[src/rtl/not_pipe_if.sv]
// Stream bundle for not_pipe: upstream word/mode/mask channel and downstream result channel.
// slave is the pipeline's view, master is the driving environment's view.
interface not_pipe_if #(
  parameter int WIDTH = 8
);
  logic             in_valid;
  logic             in_ready;
  logic [WIDTH-1:0] in_data;
  logic [1:0]       in_mode;
  logic [WIDTH-1:0] in_mask;
  logic             out_valid;
  logic             out_ready;
  logic [WIDTH-1:0] out_data;

  modport slave (
    input  in_valid, in_data, in_mode, in_mask, out_ready,
    output in_ready, out_valid, out_data
  );

  modport master (
    output in_valid, in_data, in_mode, in_mask, out_ready,
    input  in_ready, out_valid, out_data
  );
endinterface

[src/rtl/not_pipe.sv]
// Elastic DEPTH-stage pipeline applying pass / invert / masked-invert to WIDTH-bit words.
// Define NOT_PIPE_XFER_CNT_EN to build the 16-bit output-handshake counter; otherwise xfer_cnt is 0.
module not_pipe #(
  parameter int WIDTH = 8,
  parameter int DEPTH = 2
) (
  input  logic        clk,
  input  logic        rst,
  not_pipe_if.slave   bus,
  output logic [15:0] xfer_cnt
);

  logic [DEPTH-1:0] stage_valid;
  logic [WIDTH-1:0] stage_data [DEPTH];
  logic [DEPTH-1:0] advance;
  logic [DEPTH:0]   ready_chain;
  logic             accept;
  logic [WIDTH-1:0] xform;

  // ready_chain[k]: stage k can take a word this cycle; walks back from out_ready.
  always_comb begin
    advance            = '0;
    ready_chain        = '0;
    ready_chain[DEPTH] = bus.out_ready;
    for (int k = DEPTH - 1; k >= 0; k--) begin
      advance[k]     = stage_valid[k] && ready_chain[k+1];
      ready_chain[k] = !stage_valid[k] || advance[k];
    end
  end

  assign bus.in_ready = ready_chain[0];
  assign accept       = bus.in_valid && ready_chain[0];

  always_comb begin
    xform = bus.in_data;
    case (bus.in_mode)
      2'b00:   xform = bus.in_data;
      2'b01:   xform = ~bus.in_data;
      2'b10:   xform = bus.in_data ^ bus.in_mask;
      default: xform = bus.in_data ^ ~bus.in_mask;
    endcase
  end

  genvar gi;
  generate
    for (gi = 0; gi < DEPTH; gi++) begin : g_stage
      logic             load;
      logic [WIDTH-1:0] src;
      logic             valid_reg;
      logic [WIDTH-1:0] data_reg;

      if (gi == 0) begin : g_head
        assign load = accept;
        assign src  = xform;
      end else begin : g_body
        assign load = advance[gi-1];
        assign src  = stage_data[gi-1];
      end

      always_ff @(posedge clk or posedge rst) begin
        if (rst) begin
          valid_reg <= 1'b0;
          data_reg  <= '0;
        end else begin
          valid_reg <= load || (valid_reg && !advance[gi]);
          if (load) begin
            data_reg <= src;
          end
        end
      end

      assign stage_valid[gi] = valid_reg;
      assign stage_data[gi]  = data_reg;
    end
  endgenerate

  assign bus.out_valid = stage_valid[DEPTH-1];
  assign bus.out_data  = stage_data[DEPTH-1];

`ifdef NOT_PIPE_XFER_CNT_EN
  logic [15:0] xfer_cnt_reg;

  always_ff @(posedge clk or posedge rst) begin
    if (rst) begin
      xfer_cnt_reg <= '0;
    end else if (bus.out_valid && bus.out_ready) begin
      xfer_cnt_reg <= xfer_cnt_reg + 16'd1;
    end
  end

  assign xfer_cnt = xfer_cnt_reg;
`else
  assign xfer_cnt = 16'h0000;
`endif

endmodule

[src/flat_wrapper.sv]
// flat-port wrapper written by rule: the top's interface ports become plain ports
module not_pipe_flat 
#(
  parameter int WIDTH = 8,
  parameter int DEPTH = 2
)
  (clk, rst, xfer_cnt, bus_in_valid, bus_in_data, bus_in_mode, bus_in_mask, bus_out_ready, bus_in_ready, bus_out_valid, bus_out_data);
  not_pipe_if #(.WIDTH(WIDTH)) bus_i ();
  input  logic clk;
  input  logic rst;
  output logic [15:0] xfer_cnt;
  input wire logic [$bits(bus_i.in_valid)-1:0] bus_in_valid;
  input wire logic [$bits(bus_i.in_data)-1:0] bus_in_data;
  input wire logic [$bits(bus_i.in_mode)-1:0] bus_in_mode;
  input wire logic [$bits(bus_i.in_mask)-1:0] bus_in_mask;
  input wire logic [$bits(bus_i.out_ready)-1:0] bus_out_ready;
  output wire logic [$bits(bus_i.in_ready)-1:0] bus_in_ready;
  output wire logic [$bits(bus_i.out_valid)-1:0] bus_out_valid;
  output wire logic [$bits(bus_i.out_data)-1:0] bus_out_data;
  assign bus_i.in_valid = bus_in_valid;
  assign bus_i.in_data = bus_in_data;
  assign bus_i.in_mode = bus_in_mode;
  assign bus_i.in_mask = bus_in_mask;
  assign bus_i.out_ready = bus_out_ready;
  assign bus_in_ready = bus_i.in_ready;
  assign bus_out_valid = bus_i.out_valid;
  assign bus_out_data = bus_i.out_data;
  not_pipe #(.WIDTH(WIDTH), .DEPTH(DEPTH)) u_core (.clk(clk), .rst(rst), .bus(bus_i), .xfer_cnt(xfer_cnt));
endmodule
[config.mk]
export PLATFORM = sky130hd
export DESIGN_NAME = not_pipe_flat
export DESIGN_NICKNAME = d
export VERILOG_FILES = /design/src/rtl/not_pipe_if.sv /design/src/rtl/not_pipe.sv /design/src/flat_wrapper.sv
export SDC_FILE = /design/constraint.sdc
export NUM_CORES = 1
export LEC_CHECK = 0
export BUFFER_PORTS_ARGS = -buffer_cell sky130_fd_sc_hd__buf_4
export CAP_MARGIN = 30
export CORE_ASPECT_RATIO = 0.9
export CORE_MARGIN = 2
export CORE_UTILIZATION = 45
export DETAILED_ROUTE_END_ITERATION = 8
export GPL_TIMING_DRIVEN = 0
export PLACE_DENSITY = 0.88
export REMOVE_ABC_BUFFERS = 1
export SETUP_SLACK_MARGIN = 0.1
export SLEW_MARGIN = 5
export SYNTH_ARGS = -nofsm -noshare
export SYNTH_HDL_FRONTEND = slang
export SYNTH_SLANG_ARGS = --single-unit
export TNS_END_PERCENT = 50
[constraint.sdc]
create_clock -name clk -period 1.3 [get_ports clk]
set_input_delay 0.26 -clock clk [delete_from_list [all_inputs] [get_ports clk]]
set_output_delay 0.26 -clock clk [all_outputs]
set_load 0.05 [all_outputs]
; After elaboration in Yosys (flattened, before gate mapping)
; Cells that the tools add are included.
[totals]
romBits = 0
n_memories = 0
elab_cells = 25
output_inout_bits = 26
ff_bits = 18
ram_bits = 0
in_bits = 22
latch_bits = 0
[classes]
magnitude_cmp = 0
muxes = 1
n_mul = 0
reduce_logical = 14
eq_ne = 2
n_bitwise = 4
div_mod_pow = 0
add_sub_neg = 0
n_shift = 0
[op_table]
columns = operator, n
row1 = $pmux 8 s3, 1
row2 = $not 8->8, 2
row3 = $xor 8x8->8, 2
row4 = $logic_and 1x1->1, 5
row5 = $logic_not 1->1, 4
row6 = $logic_or 1x1->1, 4
row7 = $eq 2x1->1 const B, 1
row8 = $eq 2x2->1 const B, 1
row9 = $logic_not 2->1, 1

; Logic depth before layout (Yosys ltp)
; Gate-level depths: netlist of the first run.
[depth]
ltp_word = 6
mapped_depth = 4
mapped_depth_nobuf = 3

; Least setup slack after synthesis of the first run
; OpenSTA, ideal clock, no wires.
[synth_timing]
path_type = register to register
start = register u_core.g_stage[1].valid_reg, in the netlist u_core.bus.out_valid
end = register u_core.g_stage[0].data_reg[0]
arrival_time_ns = 1.867
n_path_buf = 0
setup_ns = 0.125
path_slack_ns = -0.691
path_stages_with_launch = 4
cell_sequence = dfrtp_1 -> nand3b_1 -> nand2_2 -> mux2_2
[synth_between]
elab_chain_cells = 5
[synth_lines]
columns = element, line
row1 = from (decl), not_pipe.sv:49  ; logic valid_reg;
row2 = from (signal assigned), not_pipe.sv:65  ; valid_reg <= load || (valid_reg && !advance[gi]);
row3 = $logic_not 1->1 / $logic_and 1x1->1 (equally long branches), "not_pipe.sv:27, not_pipe.sv:26"
row4 = $logic_or 1x1->1 (*), not_pipe.sv:27  ; ready_chain[k] = !stage_valid[k] || advance[k];
row5 = $logic_and 1x1->1 (*), not_pipe.sv:26  ; advance[k] = stage_valid[k] && ready_chain[k+1];
row6 = $logic_or 1x1->1 (*), not_pipe.sv:27
row7 = via bus_in_ready, flat_wrapper.sv:17  ; output wire logic [$bits(bus_i.in_ready)-1:0] bus_in_ready;
row8 = $logic_and 1x1->1 (*), not_pipe.sv:32  ; assign accept = bus.in_valid && ready_chain[0];
row9 = to (signal assigned), not_pipe.sv:67  ; data_reg <= src;
row10 = to (decl), not_pipe.sv:50  ; logic [WIDTH-1:0] data_reg;
; The timed path passes the listed nets; every way through them passes the cells marked *.
; A chain may end at the register's enable or synchronous reset.

; Worst setup path in the final report of the first run
[layout_timing]
start = register u_core.g_stage[0].valid_reg
end = output port bus_in_ready
[layout_between]
elab_chain_cells = 2
[layout_lines]
columns = element, line
row1 = from (decl), not_pipe.sv:49
row2 = from (signal assigned), not_pipe.sv:65
row3 = $logic_not 1->1 / $logic_and 1x1->1 (equally long branches), "not_pipe.sv:27, not_pipe.sv:26"
row4 = $logic_or 1x1->1 (*), not_pipe.sv:27
row5 = to (decl), flat_wrapper.sv:17
; Mark *: on every way between the ends. The rest lies on a longest branch, timed or not.

==> impl_metrics.json, run 1 <==
{
  "hold_violations": 0,
  "arrival_ns": 1.04,
  "rr_worst_depth": 3,
  "min_period_ns": 1.303,
  "fin_crit_sh_pct": 100.2,
  "relSlewSlack_pct": 56.48,
  "cts_hold_buf": 0,
  "antenna_found_initial": 0,
  "clock_latency_ns": 0.28,
  "wl_met3_um": 175,
  "die_w_um": 53.19,
  "synth.distinct_cells": 13,
  "core_area_um2": 2122,
  "die_area_um2": 2567,
  "worst_slack_ns": -0.002527,
  "maxSlewViolCount": 0,
  "drv_cap": 0,
  "htreeDepth": 1,
  "synth_area_um2": 979.7,
  "yosysSeqAreaShare_pct": 45.98,
  "p_leak_nw": 0.5898,
  "syn_to_final_growth_pct": 23.37,
  "grt_pass1_wl_um": 2546,
  "powerDensity_nw_per_um2": 1654,
  "drt_iter0_drc": 13,
  "crit_path_start_kind": "register",
  "final_nets": 141,
  "dr.pass1.iters": 4,
  "cp_max_fo": 3,
  "drive_above_1_share_pct": 45.30,
  "reg2reg_slack_ns": 0.05,
  "grt_pass1_vias": 600,
  "io_pins": 48,
  "holdWs_ns": 0.05990,
  "grt_max_degree": 19,
  "timing.rr.start": "u_core.g_stage[0].valid_reg",
  "ir_drop_uv": 839.7,
  "cts_inserted_buffers": 3,
  "cts_buffer_depth": 2,
  "finalClockSkew_ns": 0.007903,
  "vias": 640,
  "status": "finished, violations left",
  "clockRootBuffer": "clkbuf_4",
  "critPathKind": "register to output pin",
  "overflow": 0,
  "fin_util_pct": 56.96,
  "dp_hpwl_um": 1379,
  "num_antenna_cells": 0,
  "hp-class": "primary input to async pin",
  "route.detailed.drc": 0,
  "r2r_end": "u_core.g_stage[0].data_reg[0]",
  "tightest_slew_ns": 0.6521,
  "fmax_mhz": 767.7,
  "dr.max_layer_used": "met4",
  "start_util_pct": 46.17,
  "setup_viol": 1,
  "wl_per_cell_um": 12.65,
  "gp_congestion": 0.6524,
  "synth_warnings": 0,
  "cts_sinks": 18,
  "synth_seq_cells": 18,
  "dr_wl_met2_um": 948,
  "routed_wl_um": 1821,
  "placed_cells": 139,
  "die_h_um": 48.27,
  "syn_avg_cell_area_um2": 11.66,
  "cts_tree": "yes",
  "rows": 16,
  "rsz0062_at_grt": "true",
  "io_buffers": 31,
  "ant_nets": 0,
  "required_ns": 1.04,
  "clk_pin_slew_worst_paths_ns": 0.09,
  "drt-met1-wl_um": 681,
  "p_total_w": 0.001999,
  "fin_cells": 144,
  "groute.usage.overall_pct": 14.85,
  "syn_inst": 84,
  "cp-end-kind": "output pin",
  "violations": "setup timing",
  "routed_via_density": 4.444
}
## per-stage QoR
step / setup TNS (ns) / instance area (um^2) / setup WS (ns)
after floorplan: -7.044 / 900.9 / -0.6915
after global placement: -0.02317 / 1167 / -0.003720
after detailed placement: -0.08584 / 1167 / -0.02517
after CTS: -0.004630 / 1201 / -0.004630
after global routing: -0.09981 / 1209 / -0.05275
final: -0.002527 / 1209 / -0.002527
## repair_timing
item / 4_1_cts / 5_1_grt
endpoints found under the setup margin: 17 / 17
resized for setup: 1 / 0
hold endpoints to repair: 0 / 0
pin swaps: 1 / 1
buffers inserted: 1 / 1
## cell families after synthesis
kind of cell	share of synthesized area, %
other	0.3828
DFF	45.98
and+or+nand+nor	6.769
buffers and inverters	14.18
muxes	18.39
xor gates and xnor gates	14.30
## report_power, final
| group | internal [W] | leakage [nW] | switching (W) | total [W] |
|---|---|---|---|---|
| combinational | 0.000332 | 0.368 | 0.000611 | 0.000944 |
| sequential | 0.000717 | 0.208 | 0.0000849 | 0.000802 |
| clock | 0.000107 | 0.0138 | 0.000147 | 0.000254 |
## how the worst max path moves through the flow
stage                                     start                             to  slack, ns  cells after the start
floorplan                  u_core.bus.out_valid  u_core.g_stage[0].data_reg[0]      -0.69                      3
global placement                  bus_out_ready         u_core.bus.out_data[2]     -0.004                      4
detailed placement                bus_out_ready         u_core.bus.out_data[7]      -0.03                      4
CTS                 u_core.g_stage[0].valid_reg                   bus_in_ready     -0.005                      2
global route        u_core.g_stage[0].valid_reg                   bus_in_ready      -0.05                      2
finish              u_core.g_stage[0].valid_reg                   bus_in_ready     -0.003                      2
## placed cells by master (no fill, tap or decap)
| cell type | n |
|---|---|
| nand2_2 | 1 |
| dfrtp_1 | 18 |
| xnor2_1 | 8 |
| mux2_2 | 16 |
| buf_6 | 1 |
| clkbuf_4 | 3 |
| nand2_1 | 9 |
| conb_1 | 16 |
| nand2b_1 | 3 |
| inv_1 | 1 |
| buf_4 | 32 |
| xor2_1 | 8 |
| nand3b_1 | 1 |
## critical path: stages (launching register included)
cell and delay (ns):
dfrtp_1 0.41, nand3b_1 0.17, buf_6 0.18
## cells in the mapped netlist
cell      instances  area [um^2]
xnor2_1           8        70.07
buf_4            16        120.1
nand2_1           9        33.78
buf_6             1        11.26
mux2_2           16        180.2
nand2_2           1        6.260
clkbuf_1          1        3.750
xor2_1            8        70.07
dfrtp_1          18        450.4
inv_1             1        3.750
conb_1            1        3.750
nand3b_1          1        7.510
nand2b_1          3        18.77
## area by class of cell
cell class / count / area (um^2)
multi-input combinational: 62 / 446.7
inverter: 1 / 3.754
clock buffer: 3 / 22.52
tap: 27 / 33.78
sequential: 18 / 450.4
fill: 186 / 913.4
timing repair buffer: 33 / 251.5
## routing by layer
layer	vias up	track usage, %
li1	300	-
met1	305	15.04
met2	33	27.25
met3	2	4.294
met4	0	10.26
met5	-	0
Power figures use the tool's default switching activity.
==> run 2, diff against run 1 <==
--- a/config.mk
+++ b/config.mk
@@ -12,7 +12,7 @@
 export CORE_UTILIZATION = 45
 export DETAILED_ROUTE_END_ITERATION = 8
 export GPL_TIMING_DRIVEN = 0
-export PLACE_DENSITY = 0.88
+export PLACE_DENSITY = 0.77
 export REMOVE_ABC_BUFFERS = 1
 export SETUP_SLACK_MARGIN = 0.1
 export SLEW_MARGIN = 5
==> impl_metrics.json, run 2 (synthesis gave the netlist of run 1 again) <==
{
  "crit_chain": "nand3b_1 > buf_6",
  "grt_pass1_vias": 574,
  "overflow": 0,
  "finalClockSkew_ns": 0.006601,
  "die_w_um": 53.19,
  "setup_viol": 0,
  "vias": 630,
  "p_leak_nw": 0.5853,
  "p_total_w": 0.001979,
  "grt_pass1_wl_um": 2484,
  "core_area_um2": 2122,
  "routed_wl_um": 1598,
  "clockRootBuffer": "clkbuf_4",
  "timing.rr.start": "u_core.bus.out_valid",
  "layout_commonest_cell": "buf_4",
  "seq_area_um2": 450.4,
  "rows": 16,
  "groute.usage.overall_pct": 14.32,
  "holdWs_ns": 0.06440,
  "io_buffers": 31,
  "setup_tns_ns": 0,
  "antenna_found_initial": 0,
  "cts_hold_buf": 0,
  "cts_tree": "yes",
  "cpPeakStageDelay_ns": 0.40,
  "arrival_ns": 1.02,
  "drv_cap": 0,
  "dr.pass1.iters": 2,
  "die_h_um": 48.27,
  "tightest_slew_ns": 0.6593,
  "ir_drop_uv": 840.6,
  "io_pins": 48,
  "grt_max_degree": 19,
  "hp-class": "primary input to async pin",
  "powerDensity_nw_per_um2": 1648,
  "drt_iter0_drc": 7,
  "route.detailed.drc": 0,
  "clock_latency_ns": 0.28,
  "crit_path_start_kind": "register",
  "dp_hpwl_um": 1228,
  "die_area_um2": 2567,
  "cp-startpoint": "u_core.bus.out_valid",
  "status": "finished, final reports clean",
  "critPathSlowestCell": "dfrtp_1",
  "cp-end-kind": "output pin",
  "clk_pin_slew_worst_paths_ns": 0.10,
  "cts_inserted_buffers": 3,
  "drive_above_1_share_pct": 44.83,
  "fmax_mhz": 784.0,
  "htreeDepth": 1,
  "layout_common_cells": "buf_4 (31), dfrtp_1 (18), mux2_2 (16), conb_1 (16), nand2_1 (9)",
  "syn_to_final_growth_pct": 22.61,
  "rsz0062_at_grt": "true",
  "ant_nets": 0,
  "cts_buffer_depth": 2,
  "r2r_end": "u_core.bus.out_data[2]",
  "fin_crit_sh_pct": 98.11,
  "multiInputGateArea_um2": 446.7,
  "relSlewSlack_pct": 56.00,
  "maxSlewViolCount": 0,
  "critPathKind": "register to output pin",
  "rr_worst_depth": 3,
  "num_antenna_cells": 0,
  "gp_congestion": 0.6499,
  "fin_util_pct": 56.60,
  "min_period_ns": 1.275,
  "wl_per_cell_um": 11.17,
  "required_ns": 1.04,
  "cts_sinks": 18,
  "routed_via_density": 4.406,
  "reg2reg_slack_ns": 0.08,
  "final_nets": 140,
  "fillCellCount": 189,
  "hold_violations": 0,
  "start_util_pct": 46.17,
  "cp_max_fo": 3
}
-- run 2: changes by cell type in the layout (fill, tap and decap cells not counted) --
cell / previous run / this run
buf_4: 32 / 31
-- run 2: report_power, final --
part | switching [W] | total, W | internal (W) | leakage [nW]
clock | 0.000155 | 0.000262 | 0.000107 | 0.0138
combinational | 0.000597 | 0.000926 | 0.000329 | 0.363
sequential | 0.0000744 | 0.000790 | 0.000716 | 0.208
-- run 2: worst max-delay path by stage --
| stage | endpoint | slack, ns | cells after the start |
|---|---|---|---|
| 3_5_place_dp | u_core.bus.out_data[4] | -0.02 | 4 |
| 3_3_place_gp | u_core.bus.out_data[2] | -0.02 | 4 |
| 5_1_grt | bus_in_ready | -0.06 | 2 |
| 4_1_cts | bus_in_ready | 0.003 | 2 |
| 6_report | bus_in_ready | 0.02 | 2 |
| 2_1_floorplan | u_core.g_stage[0].data_reg[0] | -0.69 | 3 |
-- run 2: area by class of cell --
| class | instances | area share [%] |
|---|---|---|
| repair buffers | 32 | 20.31 |
| well taps | 27 | 2.813 |
| clock buffers | 3 | 1.875 |
| inverters | 1 | 0.3125 |
| flip-flops and latches | 18 | 37.50 |
| multi-input cells | 62 | 37.19 |
-- run 2: routing by layer --
layer / global-route usage, % / routed length, um
met1: 16.05 / 675
met2: 25.75 / 777
met3: 0.9202 / 117
met4: 12.31 / 27
met5: 0 / 0
-- run 2: repair_timing --
action	4_1_cts	5_1_grt
gates resized for setup	1	0
hold endpoints to repair	0	0
pin swaps	1	0
buffers inserted	1	0
endpoints found under the setup margin	17	17
-- run 2: per-stage QoR --
stage | cells | setup slack, ns | cell area [um^2]
global placement | 139 | -0.01512 | 1167
floorplan | 81 | -0.6915 | 900.9
CTS | 143 | 0.002847 | 1201
detailed placement | 139 | -0.02295 | 1167
finish | 143 | 0.02456 | 1201
global route | 143 | -0.05718 | 1201
-- run 2: critical path: cells and delay by family, from the launching register on --
kind / cells / cell delay [ns]
buffers and inverters: 1 / 0.18
AND/OR/NAND/NOR: 1 / 0.16
flip-flops: 1 / 0.40
